### config.mk
export PLATFORM = sky130hd
export DESIGN_NAME = vga_spot_tracker_flat
export DESIGN_NICKNAME = d
export VERILOG_FILES = /design/src/rtl/vga_spot_tracker_if.sv /design/src/rtl/vga_spot_tracker.sv /design/src/flat_wrapper.sv
export SDC_FILE = /design/constraint.sdc
export NUM_CORES = 1
export LEC_CHECK = 0
export BUFFER_PORTS_ARGS = -buffer_cell sky130_fd_sc_hd__buf_2
export CAP_MARGIN = 25
export CORE_MARGIN = 2
export CORE_UTILIZATION = 25
export DETAILED_ROUTE_END_ITERATION = 10
export MAX_ROUTING_LAYER = met4
export PLACE_DENSITY = 0.4
export SYNTH_ARGS = -nofsm -noshare
export SYNTH_HDL_FRONTEND = slang
export SYNTH_SLANG_ARGS = --single-unit
### constraint.sdc
create_clock -name clk25 -period 9.1 [get_ports clk25]
set_clock_uncertainty 0.05 [all_clocks]
set_input_delay 0 -clock clk25 [delete_from_list [all_inputs] [get_ports clk25]]
set_output_delay 0 -clock clk25 [all_outputs]
set_load 0.1 [all_outputs]
### src/rtl/vga_spot_tracker_if.sv
// Frame-buffer read port, VGA pins and spot report of vga_spot_tracker.
// The master side is the tracker; the slave side is the RAM/pins/consumer.
interface vga_spot_tracker_if #(
  parameter int PIX_W  = 4,
  parameter int ADDR_W = 19
) ();

  logic [ADDR_W-1:0]  frame_addr;
  logic [3*PIX_W-1:0] frame_pixel;
  logic [PIX_W-1:0]   vga_red;
  logic [PIX_W-1:0]   vga_green;
  logic [PIX_W-1:0]   vga_blue;
  logic               vga_hSync;
  logic               vga_vSync;
  logic               spot_valid;
  logic [9:0]         spot_x;
  logic [9:0]         spot_y;
  logic               frame_done;

  modport master (
    output frame_addr,
    input  frame_pixel,
    output vga_red,
    output vga_green,
    output vga_blue,
    output vga_hSync,
    output vga_vSync,
    output spot_valid,
    output spot_x,
    output spot_y,
    output frame_done
  );

  modport slave (
    input  frame_addr,
    output frame_pixel,
    input  vga_red,
    input  vga_green,
    input  vga_blue,
    input  vga_hSync,
    input  vga_vSync,
    input  spot_valid,
    input  spot_x,
    input  spot_y,
    input  frame_done
  );

endinterface

### src/rtl/vga_spot_tracker.sv
// VGA scan-out with brightest-red spot tracking and a square marker
// drawn on the following frame at the committed spot.
module vga_spot_tracker #(
  parameter int H_ACTIVE  = 640,
  parameter int H_FP      = 16,
  parameter int H_SYNC    = 96,
  parameter int H_BP      = 48,
  parameter int V_ACTIVE  = 480,
  parameter int V_FP      = 10,
  parameter int V_SYNC    = 2,
  parameter int V_BP      = 33,
  parameter bit HSYNC_POL = 1'b0,
  parameter bit VSYNC_POL = 1'b0,
  parameter int PIX_W     = 4,
  parameter int ADDR_W    = 19,
  parameter int MARK_HALF = 10,
  parameter int EDGE_SKIP = 4
) (
  input  logic             clk25,
  input  logic             reset,
  input  logic [PIX_W-1:0] threshold,
  vga_spot_tracker_if.master bus
);

  localparam int H_TOTAL = H_ACTIVE + H_FP + H_SYNC + H_BP;
  localparam int V_TOTAL = V_ACTIVE + V_FP + V_SYNC + V_BP;
  localparam int HW = $clog2(H_TOTAL + 1);
  localparam int VW = $clog2(V_TOTAL + 1);
  localparam int MW = (HW > VW) ? HW : VW;
  localparam int CW = ((MW > 10) ? MW : 10) + 2;

  typedef logic [HW-1:0] h_t;
  typedef logic [VW-1:0] v_t;
  typedef logic [9:0]    c_t;

  localparam h_t H_LAST = h_t'(H_TOTAL - 1);
  localparam h_t H_ACT  = h_t'(H_ACTIVE);
  localparam h_t HS_ON  = h_t'(H_ACTIVE + H_FP);
  localparam h_t HS_OFF = h_t'(H_ACTIVE + H_FP + H_SYNC);
  localparam h_t H_SKIP = h_t'(EDGE_SKIP);
  localparam v_t V_LAST = v_t'(V_TOTAL - 1);
  localparam v_t V_ACT  = v_t'(V_ACTIVE);
  localparam v_t VS_ON  = v_t'(V_ACTIVE + V_FP);
  localparam v_t VS_OFF = v_t'(V_ACTIVE + V_FP + V_SYNC);

  localparam logic signed [CW-1:0] MH = CW'(MARK_HALF);

  typedef struct packed {
    logic act;
    logic hs;
    logic vs;
    h_t   h;
    v_t   v;
  } pix_t;

  localparam pix_t PIX_RST = '{
    act: 1'b0,
    hs:  ~HSYNC_POL,
    vs:  ~VSYNC_POL,
    h:   '0,
    v:   '0
  };

  h_t                h_q;
  h_t                h_d;
  v_t                v_q;
  v_t                v_d;
  logic [ADDR_W-1:0] addr_q;
  logic [ADDR_W-1:0] addr_d;
  logic              h_wrap;
  logic              v_blank_d;
  logic              h_blank_d;
  logic              origin_d;

  pix_t s0;
  pix_t s1;

  logic [PIX_W-1:0] red;
  logic [PIX_W-1:0] grn;
  logic [PIX_W-1:0] blu;
  logic             cand;
  logic             better;
  logic             commit;
  logic             mark;

  logic signed [CW-1:0] dx;
  logic signed [CW-1:0] dy;

  logic [PIX_W-1:0] best_red_q;
  c_t               best_x_q;
  c_t               best_y_q;
  logic             found_q;
  c_t               spot_x_q;
  c_t               spot_y_q;
  logic             spot_valid_q;
  logic             done_q;

  logic [3*PIX_W-1:0] rgb_q;
  logic               hs_q;
  logic               vs_q;

  always_comb begin
    h_wrap = (h_q == H_LAST);
    h_d    = h_wrap ? '0 : h_q + h_t'(1);
    v_d    = v_q;
    if (h_wrap) begin
      v_d = (v_q == V_LAST) ? '0 : v_q + v_t'(1);
    end
  end

  // Address runs with the scan: hold through h-blank, zero in v-blank.
  always_comb begin
    v_blank_d = (v_d >= V_ACT);
    h_blank_d = !v_blank_d && (h_d >= H_ACT);
    origin_d  = (h_d == '0) && (v_d == '0);
    addr_d    = addr_q;
    unique case (1'b1)
      v_blank_d, origin_d: addr_d = '0;
      h_blank_d:           addr_d = addr_q;
      default:             addr_d = addr_q + ADDR_W'(1);
    endcase
  end

  always_comb begin
    s0     = PIX_RST;
    s0.act = (h_q < H_ACT) && (v_q < V_ACT);
    s0.h   = h_q;
    s0.v   = v_q;
    s0.hs  = (h_q >= HS_ON && h_q < HS_OFF) ?
             HSYNC_POL : ~HSYNC_POL;
    s0.vs  = (v_q >= VS_ON && v_q < VS_OFF) ?
             VSYNC_POL : ~VSYNC_POL;
  end

  always_ff @(posedge clk25) begin
    if (reset) begin
      h_q    <= '0;
      v_q    <= '0;
      addr_q <= '0;
      s1     <= PIX_RST;
    end else begin
      h_q    <= h_d;
      v_q    <= v_d;
      addr_q <= addr_d;
      s1     <= s0;
    end
  end

  assign {red, grn, blu} = bus.frame_pixel;

  always_comb begin
    cand   = s1.act && (red > threshold) && (s1.h >= H_SKIP);
    better = cand && (!found_q || red > best_red_q);
    commit = (s1.v == V_ACT) && (s1.h == '0);
  end

  // Widened signed distance so the marker clips instead of wrapping.
  always_comb begin
    dx   = $signed(CW'(s1.h)) - $signed(CW'(spot_x_q));
    dy   = $signed(CW'(s1.v)) - $signed(CW'(spot_y_q));
    mark = spot_valid_q &&
           (dx > -MH) && (dx < MH) &&
           (dy > -MH) && (dy < MH);
  end

  always_ff @(posedge clk25) begin
    if (reset) begin
      best_red_q   <= '0;
      best_x_q     <= '0;
      best_y_q     <= '0;
      found_q      <= 1'b0;
      spot_x_q     <= '0;
      spot_y_q     <= '0;
      spot_valid_q <= 1'b0;
      done_q       <= 1'b0;
    end else begin
      done_q <= commit;
      if (commit) begin
        if (found_q) begin
          spot_x_q <= best_x_q;
          spot_y_q <= best_y_q;
        end
        spot_valid_q <= found_q;
        best_red_q   <= '0;
        best_x_q     <= '0;
        best_y_q     <= '0;
        found_q      <= 1'b0;
      end else if (better) begin
        best_red_q <= red;
        best_x_q   <= c_t'(s1.h);
        best_y_q   <= c_t'(s1.v);
        found_q    <= 1'b1;
      end
    end
  end

  always_ff @(posedge clk25) begin
    if (reset) begin
      rgb_q <= '0;
      hs_q  <= ~HSYNC_POL;
      vs_q  <= ~VSYNC_POL;
    end else begin
      rgb_q <= (s1.act && !mark) ? bus.frame_pixel : '0;
      hs_q  <= s1.hs;
      vs_q  <= s1.vs;
    end
  end

  assign bus.frame_addr = addr_q;
  assign {bus.vga_red, bus.vga_green, bus.vga_blue} = rgb_q;
  assign bus.vga_hSync  = hs_q;
  assign bus.vga_vSync  = vs_q;
  assign bus.spot_valid = spot_valid_q;
  assign bus.spot_x     = spot_x_q;
  assign bus.spot_y     = spot_y_q;
  assign bus.frame_done = done_q;

endmodule

### src/flat_wrapper.sv
// flat-port wrapper written by rule: the top's interface ports become plain ports
module vga_spot_tracker_flat 
#(
  parameter int H_ACTIVE  = 640,
  parameter int H_FP      = 16,
  parameter int H_SYNC    = 96,
  parameter int H_BP      = 48,
  parameter int V_ACTIVE  = 480,
  parameter int V_FP      = 10,
  parameter int V_SYNC    = 2,
  parameter int V_BP      = 33,
  parameter bit HSYNC_POL = 1'b0,
  parameter bit VSYNC_POL = 1'b0,
  parameter int PIX_W     = 4,
  parameter int ADDR_W    = 19,
  parameter int MARK_HALF = 10,
  parameter int EDGE_SKIP = 4
)
  (clk25, reset, threshold, bus_frame_addr, bus_frame_pixel, bus_vga_red, bus_vga_green, bus_vga_blue, bus_vga_hSync, bus_vga_vSync, bus_spot_valid, bus_spot_x, bus_spot_y, bus_frame_done);
  vga_spot_tracker_if #(.PIX_W(PIX_W), .ADDR_W(ADDR_W)) bus_i ();
  input  logic clk25;
  input  logic reset;
  input  logic [PIX_W-1:0] threshold;
  output wire logic [$bits(bus_i.frame_addr)-1:0] bus_frame_addr;
  input wire logic [$bits(bus_i.frame_pixel)-1:0] bus_frame_pixel;
  output wire logic [$bits(bus_i.vga_red)-1:0] bus_vga_red;
  output wire logic [$bits(bus_i.vga_green)-1:0] bus_vga_green;
  output wire logic [$bits(bus_i.vga_blue)-1:0] bus_vga_blue;
  output wire logic [$bits(bus_i.vga_hSync)-1:0] bus_vga_hSync;
  output wire logic [$bits(bus_i.vga_vSync)-1:0] bus_vga_vSync;
  output wire logic [$bits(bus_i.spot_valid)-1:0] bus_spot_valid;
  output wire logic [$bits(bus_i.spot_x)-1:0] bus_spot_x;
  output wire logic [$bits(bus_i.spot_y)-1:0] bus_spot_y;
  output wire logic [$bits(bus_i.frame_done)-1:0] bus_frame_done;
  assign bus_frame_addr = bus_i.frame_addr;
  assign bus_i.frame_pixel = bus_frame_pixel;
  assign bus_vga_red = bus_i.vga_red;
  assign bus_vga_green = bus_i.vga_green;
  assign bus_vga_blue = bus_i.vga_blue;
  assign bus_vga_hSync = bus_i.vga_hSync;
  assign bus_vga_vSync = bus_i.vga_vSync;
  assign bus_spot_valid = bus_i.spot_valid;
  assign bus_spot_x = bus_i.spot_x;
  assign bus_spot_y = bus_i.spot_y;
  assign bus_frame_done = bus_i.frame_done;
  vga_spot_tracker #(.H_ACTIVE(H_ACTIVE), .H_FP(H_FP), .H_SYNC(H_SYNC), .H_BP(H_BP), .V_ACTIVE(V_ACTIVE), .V_FP(V_FP), .V_SYNC(V_SYNC), .V_BP(V_BP), .HSYNC_POL(HSYNC_POL), .VSYNC_POL(VSYNC_POL), .PIX_W(PIX_W), .ADDR_W(ADDR_W), .MARK_HALF(MARK_HALF), .EDGE_SKIP(EDGE_SKIP)) u_core (.clk25(clk25), .reset(reset), .threshold(threshold), .bus(bus_i));
endmodule
==> results by stage <==
Outcome:
- The flow ran to the end, and the final reports show no timing, DRC or antenna violations.

Place:
- The post-placement cell area is between 6000 and 7000 µm².
- The wire-length estimate of the detail-placed layout is ~12000 µm.
- In this run the tool buffered the top-level ports with 72 buffer cells.
- The worst-case setup slack after placement is ~5.6 ns.
- At the end of routability-driven placement, the weighted congestion stood at 0.772.

Timing:
- The shortest period the worst path allows is ~3.5 ns.
- The number of slew-limit violations in the final report was 0.
- The tightest hold margin is between 0.15 and 0.2 ns.
- The final number of hold-violating endpoints was 0.
- Static timing analysis puts the maximum clock frequency at about 0.28 GHz.
- Across all setup checks in the final design, the least slack found is about 5.6 ns.
- Setup violations remaining at the end of the flow were counted as 0.
- Dividing the final minimum period by the clock period gives 38.6%.
- In this run the tightest slew margin relative to its limit is between 30% and 40%.
- Setup repair after global routing left no endpoint under its margin.
- The slew at the pin closest to its max-slew limit is slightly below 1 ns.
- The final-layout setup total negative slack is 0 ns.

Worst setup path:
- Traced cell by cell, the critical path runs through ha_1 -> inv_1 -> fa_1 -> a211o_1 -> a211oi_1 -> o21bai_1 -> a21oi_1 -> mux2i_1 -> or4b_1 -> a22oi_2 -> nor2_1.
- The arrival time of the worst setup path is about 3.7 ns.
- The worst path required time is approximately 9.3 ns.
- The largest individual stage delay along the critical path comes from the cell sky130_fd_sc_hd__a22oi_2.
- The peak per-stage delay on the critical path is roughly 0.6 ns.
- The maximum fanout along the worst path is 12.
- By startpoint and endpoint, the worst setup path is classified as reg2reg.
- The kind of start point of the critical path is a flop.
- The endpoint class of the critical path is a flop.

Floorplanning:
- For this configuration, the core starts out at a cell density of roughly a quarter.
- The die is around 160 µm wide.
- The die is 163 µm tall.
- In this run the core area contains 58 standard-cell rows.
- The die outline area is 26700 µm².
- The number of primary I/O pins is between 70 and 80.
- The placeable core region is between 20000 and 30000 µm².

Global routing:
- The number of antenna violations at the first check in global routing was 0.
- Global routing used between 10% and 20% of the available tracks.
- Entering global routing, the biggest net connects just under 70 pins.
- After global routing the overflow that remains totals 0.
- The wire length of the first global-routing pass is roughly 27000 µm.
- The via count of the first global-routing pass came to slightly above 5000.

Detailed routing:
- The average wire length per cell after detail routing is around 14 µm.
- In this run the remaining antenna-violating nets after routing total 0.
- The routed via count divided by cell count is roughly 4.5.
- The final route contains between 5000 and 6000 vias.
- For this run, the detailed router's first-pass iteration total came to 4.
- The routed design has 16800 µm of wire.
- For this block, the initial DRC count from the detailed router was between 300 and 400.
- The number of remaining DRC errors is 0.

Clock network:
- The total number of clock tree sinks is around 120.
- TritonCTS built the clock tree.
- The post-cts hold buffer count is 12.
- Gates resized during post-CTS repair numbered 0.
- The root buffer cell is sky130_fd_sc_hd__clkbuf_16.
- The clock network latency to the later pin of the worst-skew pair is roughly 0.41 ns.
- The number of clock buffers inserted by TritonCTS is 17.
- The H-tree depth is 4.
- Counting along the longest clock path gives a buffer depth of 2.
- The number of setup buffers added after CTS is 0.
- The clock-pin transition on the worst setup and hold timing paths is around 0.06 ns.

Hold path:
- The worst hold-check path type is in2reg.

Yosys:
- The async set-or-reset flop fraction in the synthesized netlist is 0%.
- The net count of the mapped netlist is between 800 and 900.
- The count of mapped cells out of synthesis is roughly 760.
- The cell area that synthesis handed to floorplanning was between 6000 and 7000 µm².
- The number of different library cells in the post-synthesis netlist is 71.
- The leading register cell type out of synthesis is sky130_fd_sc_hd__dfxtp_1.
- Counting flops and latches in the post-synthesis netlist gives ~120.
- Of the synthesized area, sequential elements account for 38.7%.
- Counting flops with a built-in enable in the synthesized netlist gives 0.
- The Yosys warning count is 0.
- Dividing the synthesized area by the synthesized cell count gives around 8.3 µm².

Run:
- Across the run, the number of max-cap violations was 0.

Layout:
- The area growth from synthesis to layout is 21.1%.
- For this run, the post-layout net count is 884.
- The finished cells cover ~7700 µm².
- The end-of-flow core utilization is a little over 30%.
- The top cell types in the final layout, fill and taps aside, are sky130_fd_sc_hd__dfxtp_1 (123), sky130_fd_sc_hd__nor2_1 (101), sky130_fd_sc_hd__nand2_1 (77).
- The number of antenna diodes in the final layout is 0.
- The post-route netlist has 15.2% of its cells at a drive strength greater than 1.
- Leaving out fill and tap cells, the most frequent cell in the layout is sky130_fd_sc_hd__dfxtp_1.

Power:
- For this design the ratio of total power to cell area is 171 nW/µm².
- The worst-case vdd ir drop is about 75 µV.
- The static leakage is about 2.9 nW.
## worst max-delay path: cells and delay by family, from the launching register on
family	cells	cell delay (ns)
flops	1	0.36
fa+ha+maj	2	0.63
simple gates	2	0.60
compound gates	5	1.56
mux	1	0.11
buf+inv	1	0.06
## Yosys cell counts (all sizes together), types with 4 or more instances
library cell | number | share of area, %
a211oi | 8 | 0.94
a21oi | 46 | 3.6
a22oi | 4 | 0.63
a31oi | 5 | 0.49
and3 | 11 | 1.1
buf | 12 | 1.4
clkbuf | 26 | 1.6
dfxtp | 123 | 39
ha | 34 | 6.7
inv | 45 | 2.7
mux2i | 27 | 4.3
nand2 | 77 | 4.5
nand2b | 8 | 0.79
nand3 | 26 | 2.1
nand4 | 8 | 0.79
nor2 | 101 | 6.0
nor2b | 24 | 2.4
nor3 | 21 | 1.9
nor3b | 5 | 0.83
nor4 | 18 | 2.0
o21a | 8 | 0.94
o21ai | 29 | 2.3
or2 | 7 | 0.69
xnor2 | 26 | 3.6
xor2 | 9 | 1.2
## cell type report
class,count,area (µm²)
Fill cell,2734,17400
Multi-Input combinational cell,556,3550
Sequential cell,123,2460
Timing Repair Buffer,87,503
Clock buffer,22,454
Tap cell,330,413
Inverter,45,169
Clock inverter,10,143
## path summary, 6_finish.rpt
| kind | startpoint | endpoint | slack, ns | depth (start not counted) |
|---|---|---|---|---|
| worst max-delay path | u_core.bus.spot_x[0]$_SDFFE_PP0P_ | u_core.rgb_q[0]$_SDFF_PP0_ | 5.59 | 11 |
| worst min-delay path | threshold[0] | u_core.found_q$_SDFFE_PP0P_ | 0.15 | 5 |
| worst min register to register | u_core.s1[20]$_SDFF_PP1_ | u_core.bus.vga_vSync$_SDFF_PP1_ | 0.36 | 1 |
| worst max register to register | u_core.bus.spot_x[0]$_SDFFE_PP0P_ | u_core.rgb_q[0]$_SDFF_PP0_ | 5.59 | 11 |
## cell families after synthesis
family                     after synthesis  synth area share (%)
and+or+nand+nor                        330                  26.6
adders and majority gates               36                  7.32
xor gates and xnor gates                35                  4.82
muxes                                   28                  4.43
buffers and inverters                   83                  5.65
AOI/OAI and AO/OA                      127                  12.4
DFF                                    123                  38.7
## where the power goes
part           switching [mW]  internal [mW]
registers             0.00461          0.544
logic                  0.0542         0.0216
clock network           0.252          0.439
## registers in the layout, indices dropped and copies added (netlist names)
register,count
u_core.best_red_q,4
u_core.bus.spot_valid,1
u_core.bus.frame_addr,19
u_core.s1,23
u_core.bus.spot_y,10
u_core.found_q,1
u_core.bus.frame_done,1
u_core.bus.spot_x,10
u_core.h_q,10
u_core.rgb_q,12
u_core.bus.vga_hSync,1
u_core.v_q,10
u_core.best_y_q,10
u_core.bus.vga_vSync,1
u_core.best_x_q,10
## layer usage
metal  part of all wire, %  routed length, µm  vias up  global-route usage [%]
met1                    49               8240     2437                    16.8
met3                   2.6                430       20                    2.44
met5                     0                  0        -                       -
met4                   1.7                293        0                    4.98
met2                    47               7810       64                    21.0
li1                      -                  -     2765                       -
## stage by stage
step           total power, mW  std cells
2_1_floorplan            0.615        762
3_3_place_gp             0.634       1129
3_5_place_dp             0.634       1129
4_1_cts                   1.34       1173
5_1_grt                   1.37       1173
6_report                  1.32       1173
(Power assumes the default switching activity.)
